## src/rtl/sum_pkg.sv

```systemverilog
// Shared definitions for the N-operand summer and its operand loader:
// default frame geometry, count-width helper and loader state encoding.
package sum_pkg;

   localparam int SUM_N = 20;
   localparam int SUM_W = 5;

   // Width needed to hold an operand count in the range 0..n.
   function automatic int cnt_width(input int n);
      return $clog2(n + 1);
   endfunction

   typedef enum logic {
      FILL = 1'b0,
      BUSY = 1'b1
   } loader_state_e;

endpackage

```

## src/rtl/sum_operand_loader_if.sv

```systemverilog
// Stream-in / parallel-out bus between the operand source, the loader and
// the summer. The loader sits on the slave modport; the source/summer side
// (or a bench) drives through the master modport.
interface sum_operand_loader_if
   import sum_pkg::*;
#(
   parameter int N = SUM_N,
   parameter int W = SUM_W
) ();

   localparam int CW = cnt_width(N);

   logic            in_valid;
   logic            in_ready;
   logic [W-1:0]    in_data;
   logic            in_last;
   logic [N*W-1:0]  ops_flat;
   logic [CW-1:0]   ops_count;
   logic            ops_valid;
   logic            ops_start;
   logic            sum_done;

   modport master (
      output in_valid, in_data, in_last, sum_done,
      input  in_ready, ops_flat, ops_count, ops_valid, ops_start
   );

   modport slave (
      input  in_valid, in_data, in_last, sum_done,
      output in_ready, ops_flat, ops_count, ops_valid, ops_start
   );

endinterface

```

## src/rtl/sum_operand_bank.sv

```systemverilog
// N x W operand register file. One write port addressed by slot index, plus
// a clear that zeroes every slot at or above a given index in the same
// cycle. A write to a slot that is also being cleared wins, so a frame can
// store its closing operand and zero the unused tail on one edge.
module sum_operand_bank
   import sum_pkg::*;
#(
   parameter int N  = SUM_N,
   parameter int W  = SUM_W,
   parameter int CW = cnt_width(N)
) (
   input  logic            clk,
   input  logic            rst,
   input  logic            i_wr_en,
   input  logic [CW-1:0]   i_wr_idx,
   input  logic [W-1:0]    i_wr_data,
   input  logic            i_clr_en,
   input  logic [CW-1:0]   i_clr_from,
   output logic [N*W-1:0]  o_flat
);

   logic [W-1:0] r_slot [N];

   // Slot storage: tail clear first, then the indexed write overrides it.
   always_ff @(posedge clk or negedge rst) begin
      if (!rst) begin
         for (int i = 0; i < N; i++) begin
            r_slot[i] <= '0;
         end
      end else begin
         for (int i = 0; i < N; i++) begin
            if (i_clr_en && (CW'(i) >= i_clr_from)) begin
               r_slot[i] <= '0;
            end
            if (i_wr_en && (CW'(i) == i_wr_idx)) begin
               r_slot[i] <= i_wr_data;
            end
         end
      end
   end

   for (genvar g = 0; g < N; g++) begin : g_flat
      assign o_flat[g*W +: W] = r_slot[g];
   end

endmodule

```

## src/rtl/sum_operand_loader.sv

```systemverilog
// Operand loader in front of the N-operand summer. Collects operands from a
// valid/ready stream into a bank, then presents the bank in parallel with a
// one-cycle start pulse and holds it until the summer reports done.
//
// Build option: LOADER_DBUF_EN adds a second (shadow) bank so the next frame
// can be collected while the summer works on the current one; with the
// macro undefined there is a single bank and no input is taken while busy.
//
// state | meaning
// ------+---------------------------------------------------------------
// FILL  | no frame presented; collecting operands into the fill bank
// BUSY  | frame presented to summer (ops_valid=1), waiting for sum_done;
//       | with LOADER_DBUF_EN the shadow bank keeps collecting
module sum_operand_loader
   import sum_pkg::*;
#(
   parameter int N = SUM_N,
   parameter int W = SUM_W
) (
   input  logic                clk,
   input  logic                rst,
   sum_operand_loader_if.slave bus
);

   localparam int            CW       = cnt_width(N);
   localparam logic [CW-1:0] LAST_IDX = CW'(N - 1);

   loader_state_e  r_state;
   loader_state_e  w_state_nxt;
   logic [CW-1:0]  r_idx;
   logic [CW-1:0]  r_count;
   logic [CW-1:0]  w_close_cnt;
   logic           r_start;
   logic           w_start_nxt;
   logic           w_ready;
   logic           w_accept;
   logic           w_close;

   assign w_accept    = bus.in_valid && w_ready;
   // The N-th beat closes the frame whatever in_last says.
   assign w_close     = w_accept && (bus.in_last || (r_idx == LAST_IDX));
   assign w_close_cnt = r_idx + CW'(1);

`ifdef LOADER_DBUF_EN
   logic           r_act;
   logic           r_shadow_full;
   logic [CW-1:0]  r_shadow_cnt;
   logic           w_fill_sel;
   logic           w_shadow_closed;
   logic [N*W-1:0] w_flat0;
   logic [N*W-1:0] w_flat1;

   // In FILL the active bank is the one being filled; in BUSY the other one.
   assign w_fill_sel      = (r_state == FILL) ? r_act : ~r_act;
   assign w_ready         = (r_state == FILL) || !r_shadow_full;
   // A closing beat on the sum_done edge counts as a closed shadow.
   assign w_shadow_closed = r_shadow_full || w_close;

   sum_operand_bank #(.N(N), .W(W), .CW(CW)) u_bank0 (
      .clk        (clk),
      .rst        (rst),
      .i_wr_en    (w_accept && !w_fill_sel),
      .i_wr_idx   (r_idx),
      .i_wr_data  (bus.in_data),
      .i_clr_en   (w_close && !w_fill_sel),
      .i_clr_from (w_close_cnt),
      .o_flat     (w_flat0)
   );

   sum_operand_bank #(.N(N), .W(W), .CW(CW)) u_bank1 (
      .clk        (clk),
      .rst        (rst),
      .i_wr_en    (w_accept && w_fill_sel),
      .i_wr_idx   (r_idx),
      .i_wr_data  (bus.in_data),
      .i_clr_en   (w_close && w_fill_sel),
      .i_clr_from (w_close_cnt),
      .o_flat     (w_flat1)
   );

   assign bus.ops_flat = r_act ? w_flat1 : w_flat0;

   // Bank ownership and shadow bookkeeping. sum_done always hands the
   // shadow over: either it is presented at once (closed) or it becomes the
   // fill bank with its write index intact (incomplete).
   always_ff @(posedge clk or negedge rst) begin
      if (!rst) begin
         r_act         <= 1'b0;
         r_shadow_full <= 1'b0;
         r_shadow_cnt  <= '0;
      end else if (r_state == BUSY) begin
         if (w_close) begin
            r_shadow_full <= 1'b1;
            r_shadow_cnt  <= w_close_cnt;
         end
         if (bus.sum_done) begin
            r_act         <= ~r_act;
            r_shadow_full <= 1'b0;
         end
      end
   end

   // Presented operand count: loaded on a fresh close or on a bank swap.
   always_ff @(posedge clk or negedge rst) begin
      if (!rst) begin
         r_count <= '0;
      end else if ((r_state == FILL) && w_close) begin
         r_count <= w_close_cnt;
      end else if ((r_state == BUSY) && bus.sum_done && w_shadow_closed) begin
         r_count <= r_shadow_full ? r_shadow_cnt : w_close_cnt;
      end
   end
`else
   logic [N*W-1:0] w_flat;

   assign w_ready = (r_state == FILL);

   sum_operand_bank #(.N(N), .W(W), .CW(CW)) u_bank (
      .clk        (clk),
      .rst        (rst),
      .i_wr_en    (w_accept),
      .i_wr_idx   (r_idx),
      .i_wr_data  (bus.in_data),
      .i_clr_en   (w_close),
      .i_clr_from (w_close_cnt),
      .o_flat     (w_flat)
   );

   assign bus.ops_flat = w_flat;

   // Presented operand count, captured when the frame closes.
   always_ff @(posedge clk or negedge rst) begin
      if (!rst) begin
         r_count <= '0;
      end else if (w_close) begin
         r_count <= w_close_cnt;
      end
   end
`endif

   // State register.
   always_ff @(posedge clk or negedge rst) begin
      if (!rst) begin
         r_state <= FILL;
      end else begin
         r_state <= w_state_nxt;
      end
   end

   // Next-state and start-pulse decode.
   always_comb begin
      w_state_nxt = r_state;
      w_start_nxt = 1'b0;
      case (r_state)
         FILL: begin
            if (w_close) begin
               w_state_nxt = BUSY;
               w_start_nxt = 1'b1;
            end
         end
         BUSY: begin
            if (bus.sum_done) begin
`ifdef LOADER_DBUF_EN
               if (w_shadow_closed) begin
                  w_start_nxt = 1'b1;
               end else begin
                  w_state_nxt = FILL;
               end
`else
               w_state_nxt = FILL;
`endif
            end
         end
         default: w_state_nxt = FILL;
      endcase
   end

   // Write index and registered start pulse; index restarts on every close.
   always_ff @(posedge clk or negedge rst) begin
      if (!rst) begin
         r_idx   <= '0;
         r_start <= 1'b0;
      end else begin
         r_start <= w_start_nxt;
         if (w_close) begin
            r_idx <= '0;
         end else if (w_accept) begin
            r_idx <= r_idx + CW'(1);
         end
      end
   end

   assign bus.in_ready  = w_ready;
   assign bus.ops_valid = (r_state == BUSY);
   assign bus.ops_start = r_start;
   assign bus.ops_count = r_count;

endmodule

```

## src/flat_wrapper.sv

```systemverilog
// flat-port wrapper written by rule: the top's interface ports become plain ports
module sum_operand_loader_flat import sum_pkg::*;
#(
   parameter int N = SUM_N,
   parameter int W = SUM_W
)
  (clk, rst, bus_in_valid, bus_in_data, bus_in_last, bus_sum_done, bus_in_ready, bus_ops_flat, bus_ops_count, bus_ops_valid, bus_ops_start);
  sum_operand_loader_if #(.N(N), .W(W)) bus_i ();
  input  logic clk;
  input  logic rst;
  input wire logic [$bits(bus_i.in_valid)-1:0] bus_in_valid;
  input wire logic [$bits(bus_i.in_data)-1:0] bus_in_data;
  input wire logic [$bits(bus_i.in_last)-1:0] bus_in_last;
  input wire logic [$bits(bus_i.sum_done)-1:0] bus_sum_done;
  output wire logic [$bits(bus_i.in_ready)-1:0] bus_in_ready;
  output wire logic [$bits(bus_i.ops_flat)-1:0] bus_ops_flat;
  output wire logic [$bits(bus_i.ops_count)-1:0] bus_ops_count;
  output wire logic [$bits(bus_i.ops_valid)-1:0] bus_ops_valid;
  output wire logic [$bits(bus_i.ops_start)-1:0] bus_ops_start;
  assign bus_i.in_valid = bus_in_valid;
  assign bus_i.in_data = bus_in_data;
  assign bus_i.in_last = bus_in_last;
  assign bus_i.sum_done = bus_sum_done;
  assign bus_in_ready = bus_i.in_ready;
  assign bus_ops_flat = bus_i.ops_flat;
  assign bus_ops_count = bus_i.ops_count;
  assign bus_ops_valid = bus_i.ops_valid;
  assign bus_ops_start = bus_i.ops_start;
  sum_operand_loader #(.N(N), .W(W)) u_core (.clk(clk), .rst(rst), .bus(bus_i));
endmodule
```

## config.mk

```make
export PLATFORM = sky130hd
export DESIGN_NAME = sum_operand_loader_flat
export DESIGN_NICKNAME = d
export VERILOG_FILES = /design/src/rtl/sum_pkg.sv /design/src/rtl/sum_operand_loader_if.sv /design/src/rtl/sum_operand_bank.sv /design/src/rtl/sum_operand_loader.sv /design/src/flat_wrapper.sv
export SDC_FILE = /design/constraint.sdc
export NUM_CORES = 1
export LEC_CHECK = 0
export ABC_AREA = 1
export CORE_MARGIN = 5
export CORE_UTILIZATION = 50
export DETAILED_ROUTE_END_ITERATION = 8
export PLACE_DENSITY = 0.79
export SYNTH_ARGS = -nofsm -noshare
export SYNTH_HDL_FRONTEND = slang
export SYNTH_SLANG_ARGS = --single-unit
```

## constraint.sdc

```tcl
create_clock -name clk -period 2.29 [get_ports clk]
set_input_delay 0.229 -clock clk [delete_from_list [all_inputs] [get_ports clk]]
set_output_delay 0.229 -clock clk [all_outputs]
set_load 0.005 [all_outputs]
```

==> results of run 1 <==
## worst reg2reg max path, cell delays in order (launching register included)
cell and delay (ns):
dfrtp_2 0.48, ha_1 0.24, inv_1 0.07, nor2_1 0.05, ha_1 0.32, inv_2 0.10, nor2_4 0.16, nand2_1 0.08
o21ai_0 0.11, nand2_1 0.18, nand3_1 0.12, nand2_1 0.06
## report_power, final
group,internal (mW),switching [mW],total (mW)
registers,2.45,0.353,2.80
logic,1.37,1.72,3.09
clock network,0.546,0.677,1.22
## cell families after synthesis
logic type / after synthesis
buffers and inverters: 81
and+or+nand+nor: 270
adders and majority gates: 6
AOI/OAI and AO/OA: 92
DFF: 112
## synthesized netlist by cell type, types with 2 or more instances
master / instances
a21oi_1: 2
buf_6: 3
clkbuf_1: 10
dfrtp_1: 112
ha_1: 6
inv_1: 54
inv_2: 8
nand2_1: 130
nand2_2: 7
nand2_4: 6
nand3_1: 76
nand3_2: 2
nand4_1: 12
nor2_1: 24
nor2_2: 7
nor2_4: 4
o211ai_1: 2
o21ai_0: 55
o21ai_1: 20
o21ai_2: 2
o22ai_1: 9
## path summary, 6_finish.rpt
check | startpoint | cells after the start | end | slack, ns
setup reg to reg | u_core.r_idx[0]$_DFFE_PN0P_ | 11 | u_core.u_bank.o_flat[15]$_DFFE_PN0P_ | 0.22
min in group asynchronous | rst | 3 | u_core.u_bank.o_flat[61]$_DFFE_PN0P_ | 0.46
setup / recovery | u_core.r_idx[0]$_DFFE_PN0P_ | 11 | u_core.u_bank.o_flat[15]$_DFFE_PN0P_ | 0.22
max in group asynchronous | rst | 3 | u_core.u_bank.o_flat[21]$_DFFE_PN0P_ | 1.38
hold / removal | bus_sum_done | 2 | u_core.bus.ops_valid$_DFF_PN0_ | 0.41
hold reg to reg | u_core.bus.ops_count[1]$_DFFE_PN0P_ | 2 | u_core.bus.ops_count[1]$_DFFE_PN0P_ | 0.49
## through the flow
stage               hold slack, ns  std cells  power, mW
floorplan                  -0.0666        561       4.34
global placement             0.349        813       5.85
detailed placement           0.353        813       5.89
CTS                          0.410        830       7.12
global route                 0.428        830       7.61
finish                       0.414        830       7.12
## placed cells by master (no fill, tap or decap), types with 7 or more instances in the layout
cell type        netlist  final
buf_4                  1     17
clkbuf_8               0     10
clkdlybuf4s50_1        0    116
dfrtp_1              112    110
inv_1                 54     53
inv_2                  8      9
nand2_1              130    130
nand2_2                7      7
nand3_1               76     76
nand4_1               12     12
nor2_1                24     24
nor2_2                 7      7
o21ai_0               55     55
o21ai_1               20     20
o22ai_1                9      9
## area by class of cell
cell class | count | share of cell area (%)
multi-input cells | 368 | 28.1
repair buffers | 135 | 20.0
clock buffers | 11 | 2.14
inverters | 66 | 3.88
clock inverters | 5 | 0.984
flip-flops and latches | 112 | 42.4
well taps | 133 | 2.52
## flip-flops by register name, summed over array words and instances, names as in the netlist
register	flops
u_core.bus.ops_valid	1
u_core.bus.ops_start	1
u_core.r_idx	5
u_core.bus.ops_count	5
u_core.u_bank.o_flat	100
## layer usage
| layer | vias to the layer above | global-route usage [%] |
|---|---|---|
| met5 | - | 0 |
| met4 | 0 | 8.37 |
| met3 | 25 | 4.37 |
| met2 | 213 | 39.2 |
| met1 | 2192 | 37.4 |
| li1 | 2088 | - |
## timing repair
item / in CTS / in global routing
hold buffers: 1 / 0
resized for setup: 0 / 3
setup endpoints to repair: 0 / 15
endpoints found under the hold margin: 112 / 0
==> out/qor.txt, run 1 <==
worst slack, placed -> 0.166 ns
combinational family with the most area after synthesis -> simple AND/OR/NAND/NOR gates
Final Cell Area -> 6610 sq um
count of final max-slew check failures -> 0
number of buffers inserted by port buffering -> 117
total negative setup slack -> 0 ns
Compound-Gate Fraction of Synth Area -> 9.94%
area taken by flip-flops and latches -> 2810 sq um
metal3 WL -> 1190 um
Post-Synth Simple-Gate Area -> 25.7%
largest fanout of any net on the critical path -> 9
area grow syn2layout -> 32.2%
standard cell with the maximum stage delay on the critical path -> dfrtp_2
leading area contributor after synthesis -> dfrtp_1
DRC violations left -> 0
mux cell area share after synthesis -> 0%
footprint of the multi-input gates -> 1860 sq um
synthesized-area fraction occupied by xor and xnor cells -> 0%
row count -> 36
Worst setup SP type -> flip-flop
synthesized instance count -> 561
Detailed Place HPWL -> 10800 um
initial DRC count -> 353
postcts setup bufs -> 0
floorplan die width -> 110 um
number of buffer and inverter instances along the worst setup path -> 2
fraction of layout instances using a drive strength above 1 -> 11.2%
power density over cell area -> 1080 nW/um^2
Least-Margin Pin Slew -> 0.584 ns
final design utilization -> 67.6%
count of different cell masters after synthesis -> 31
CORE AREA -> 9770 sq um
maximum number of pins on one net before global-route repair -> 113
share of flip-flops with an asynchronous set or reset -> 100%
Critical Path, Cell by Cell -> ha_1 > inv_1 > nor2_1 > ha_1 > inv_2 > nor2_4 > nand2_1 > o21ai_0 > nand2_1 > nand3_1 > nand2_1
unrepaired setup endpoints after global routing -> no
synthesized flop and latch total -> 112
Total Routed Length -> 14600 um
Synthesis Warnings -> 0
max-cap viol count -> 0
Overflow after GRT -> 0
number of nets in the synthesized netlist -> 577
Max rail drop VDD -> 0.000712 V
top-level port count -> 118
count of endpoints failing setup in the final report -> 0
adder-cell area share of the yosys netlist -> 1.50%
Final GP Congestion -> 0.899
WL met1 -> 6460 um
maximum clock frequency -> 484 MHz
clock slew at the register clock pins of the worst setup and hold paths -> 0.10 ns
count of H-tree levels built during CTS -> 3
critical path arrival -> 2.33 ns
CTS Root Cell -> clkbuf_8
worst min path class -> input pin to flip-flop
setup ws final -> 0.223 ns
clock tree from TritonCTS -> built
Most used DFF post-synth -> dfrtp_1
fill cell total of the finished layout -> 784
count of inserted antenna diode cells -> 0
number of hold violations in the final report -> 0
cell types occupying the most area after synthesis -> dfrtp_1, nand2_1, nand3_1, o21ai_0, inv_1
net total in the final layout -> 708
relative max-transition margin -> 61.1%
Starting Density -> 51.1%
global-route total usage across every layer -> 25.6%
routed length per instance -> 17.6 um
height of the die -> 110 um
met2 routed WL -> 6660 um
Crit Path Category -> flip-flop to flip-flop
Post-Place Cell Area -> 6390 sq um
total number of vias -> 4518
worst clock skew -> 0.0106 ns
Max stage delay on crit path -> 0.48 ns
number of iterations in the first detailed-routing pass -> 6
family with the most delay on the worst path -> simple AND/OR/NAND/NOR gates
endpoint type of the worst setup path -> flip-flop
Skew-Pair Late Insertion Delay -> 0.37 ns
post-layout min period -> 2.07 ns
mapped cell area -> 5000 sq um
deepest clock path buffer count -> 2
number of enable flip-flop cells after synthesis -> 0
Post-Synthesis Mean Instance Area -> 8.91 sq um
first-pass GRT wire length -> 23700 um
top-area cell type share of the netlist area -> 56.1%
residual antenna-violating net count after detailed routing -> 0
status -> complete, no violations
cell seen most often among critical-path stages -> nand2_1
drt via density -> 5.44
final worst-path cycle share -> 90.3%
number of global-route vias before repair -> 4509
number of sinks handled by clock tree synthesis -> 112
required time reported for the critical path endpoint -> 2.56 ns
number of buffers added by the clock tree synthesis step -> 9
top sig layer -> met4
Leakage Power -> 3.09 nW
part of the Yosys area used for sequential elements -> 56.1%
area enclosed by the die boundary -> 12100 sq um
number of antenna violations at the first check in global routing -> 0
No activity file was read; power rests on OpenSTA's default activity.
==> run 2: changes to the inputs <==
- CORE_UTILIZATION: 50 -> 45
- PLACE_DENSITY: 0.79 -> 0.75
- clock period: 2.29 -> 1.9 ns (I/O delays scaled with it)
==> out/qor.txt, run 2 (synthesis results as in run 1) <==
standard cell with the maximum stage delay on the critical path -> dfrtp_1
drt via density -> 5.23
sum of internal, switching and leakage power -> 9.31 mW
source of the worst register-to-register timing path -> u_core.r_idx[1]$_DFFE_PN0P_
area taken by flip-flops and latches -> 2800 sq um
worst min path class -> input pin to async pin
maximum clock frequency -> 536 MHz
fraction of layout instances using a drive strength above 1 -> 19.3%
initial DRC count -> 398
number of sinks handled by clock tree synthesis -> 112
unrepaired setup endpoints after global routing -> yes
CORE AREA -> 10800 sq um
global-route total usage across every layer -> 23.3%
critical path arrival -> 2.12 ns
endpoint of the most critical register-to-register path -> u_core.r_idx[1]$_DFFE_PN0P_
Max rail drop VDD -> 0.000785 V
most common library cell in the layout ignoring fill and taps -> nand2_1
number of buffers inserted by port buffering -> 117
worst setup path endpoint -> u_core.r_idx[1]$_DFFE_PN0P_
flip-flop count of the largest register, all copies and words added -> 100
count of final max-slew check failures -> 0
relative max-transition margin -> 63.8%
Skew-Pair Late Insertion Delay -> 0.38 ns
required time reported for the critical path endpoint -> 2.15 ns
deepest clock path buffer count -> 2
Final GP Congestion -> 0.919
crit path launch -> u_core.r_idx[1]$_DFFE_PN0P_
Critical Path, Cell by Cell -> buf_4 > ha_2 > inv_2 > nor2_4 > nand2_4 > nand2_8 > inv_4 > buf_4 > nand2_1 > o22ai_1
Overflow after GRT -> 0
largest fanout of any net on the critical path -> 8
total number of vias -> 4572
Least-Margin Pin Slew -> 0.543 ns
Max stage delay on crit path -> 0.42 ns
number of buffers added by the clock tree synthesis step -> 9
clock slew at the register clock pins of the worst setup and hold paths -> 0.10 ns
post-layout min period -> 1.87 ns
top-level port count -> 118
smallest hold slack -> 0.185 ns
setup ws final -> 0.0337 ns
number of iterations in the first detailed-routing pass -> 5
Crit Path Category -> flip-flop to flip-flop
Starting Density -> 46.1%
count of endpoints failing setup in the final report -> 0
final worst-path cycle share -> 98.2%
number of global-route vias before repair -> 4589
status -> complete, no violations
CTS Root Cell -> clkbuf_8
fill cell total of the finished layout -> 963
DRC violations left -> 0
endpoint type of the worst setup path -> flip-flop
floorplan die width -> 115 um
total negative setup slack -> 0 ns
footprint of the multi-input gates -> 1990 sq um
number of antenna violations at the first check in global routing -> 0
Worst setup SP type -> flip-flop
worst clock skew -> 0.0112 ns
commonest cells after routing, fill and taps aside -> nand2_1, clkdlybuf4s50_1, dfrtp_1, nand3_1, buf_4
R2R depth -> 10
number of cells in the finished layout apart from fillers -> 875
count of H-tree levels built during CTS -> 3
maximum number of pins on one net before global-route repair -> 56
area grow syn2layout -> 40.9%
Detailed Place HPWL -> 11200 um
power density over cell area -> 1320 nW/um^2
net total in the final layout -> 746
Leakage Power -> 3.29 nW
clock tree from TritonCTS -> built
row count -> 38
first-pass GRT wire length -> 24200 um
Total Routed Length -> 15200 um
number of cells after detailed placement -> 845
cell seen most often among critical-path stages -> buf_4
routed length per instance -> 17.4 um
worst reg2reg setup slack -> 0.03 ns
residual antenna-violating net count after detailed routing -> 0
number of hold violations in the final report -> 0
height of the die -> 115 um
area enclosed by the die boundary -> 13300 sq um
max-cap viol count -> 0
worst slack, placed -> -0.0633 ns
count of inserted antenna diode cells -> 0
[run 2: worst min path at each step]
| stage | to | slack, ns | depth (start not counted) |
|---|---|---|---|
| after detailed placement | u_core.bus.ops_count[1]$_DFFE_PN0P_ | 0.05 | 1 |
| after floorplan | u_core.bus.ops_count[0]$_DFFE_PN0P_ | -0.11 | 0 |
| after global routing | u_core.bus.ops_count[1]$_DFFE_PN0P_ | 0.19 | 2 |
| final | u_core.bus.ops_count[1]$_DFFE_PN0P_ | 0.18 | 2 |
| after global placement | u_core.bus.ops_count[0]$_DFFE_PN0P_ | 0.05 | 1 |
| after CTS | u_core.bus.ops_count[1]$_DFFE_PN0P_ | 0.18 | 2 |
[run 2: final cells by class]
type                            count  area share, %
Clock buffer                       10           1.95
Clock inverter                      6          0.942
Inverter                           66           3.77
Multi-Input combinational cell    369           28.2
Sequential cell                   112           39.8
Tap cell                          140           2.49
Timing Repair Buffer              171           22.8
Timing Repair inverter              1         0.0533
[run 2: routing by layer]
metal  track usage (%)  share of wire, %  vias to the layer above
li1                  -                 -                     2184
met1              32.3                44                     2198
met2              37.2                48                      163
met3              4.68               6.5                       27
met4              7.28               1.9                        0
met5                 0                 0                        -
[run 2: report_power, final]
group / internal, mW / switching, mW / leakage, nW / total, mW
clock network: 0.648 / 0.827 / 0.0949 / 1.47
logic: 2.09 / 2.42 / 1.67 / 4.51
registers: 2.95 / 0.371 / 1.53 / 3.32
total: 5.69 / 3.61 / 3.29 / 9.31
[run 2: critical path: cells and delay by family, from the launching register on]
family                   cells  cell delay (ns)
buffers and inverters        4             0.45
AO/OA/AOI/OAI                1             0.12
AND/OR/NAND/NOR              4             0.56
flip-flops                   1             0.42
adder cells (fa/ha/maj)      1             0.20
[run 2: stage by stage]
| stage | instance area (sq um) | utilization [%] |
|---|---|---|
| after floorplan | 5000 | - |
| after global placement | 6600 | 60.9 |
| after detailed placement | 6600 | 60.9 |
| after CTS | 6840 | 63.1 |
| after global routing | 7040 | 65.0 |
| final | 7040 | 65.0 |
[run 2: timing repair]
action                                  CTS  global route
gates resized for setup                   7            40
cloned                                    0             2
hold endpoints to repair                112             0
pin swaps                                 4            16
hold buffers                              1             0
setup buffers                             1            10
endpoints found under the setup margin   23           101
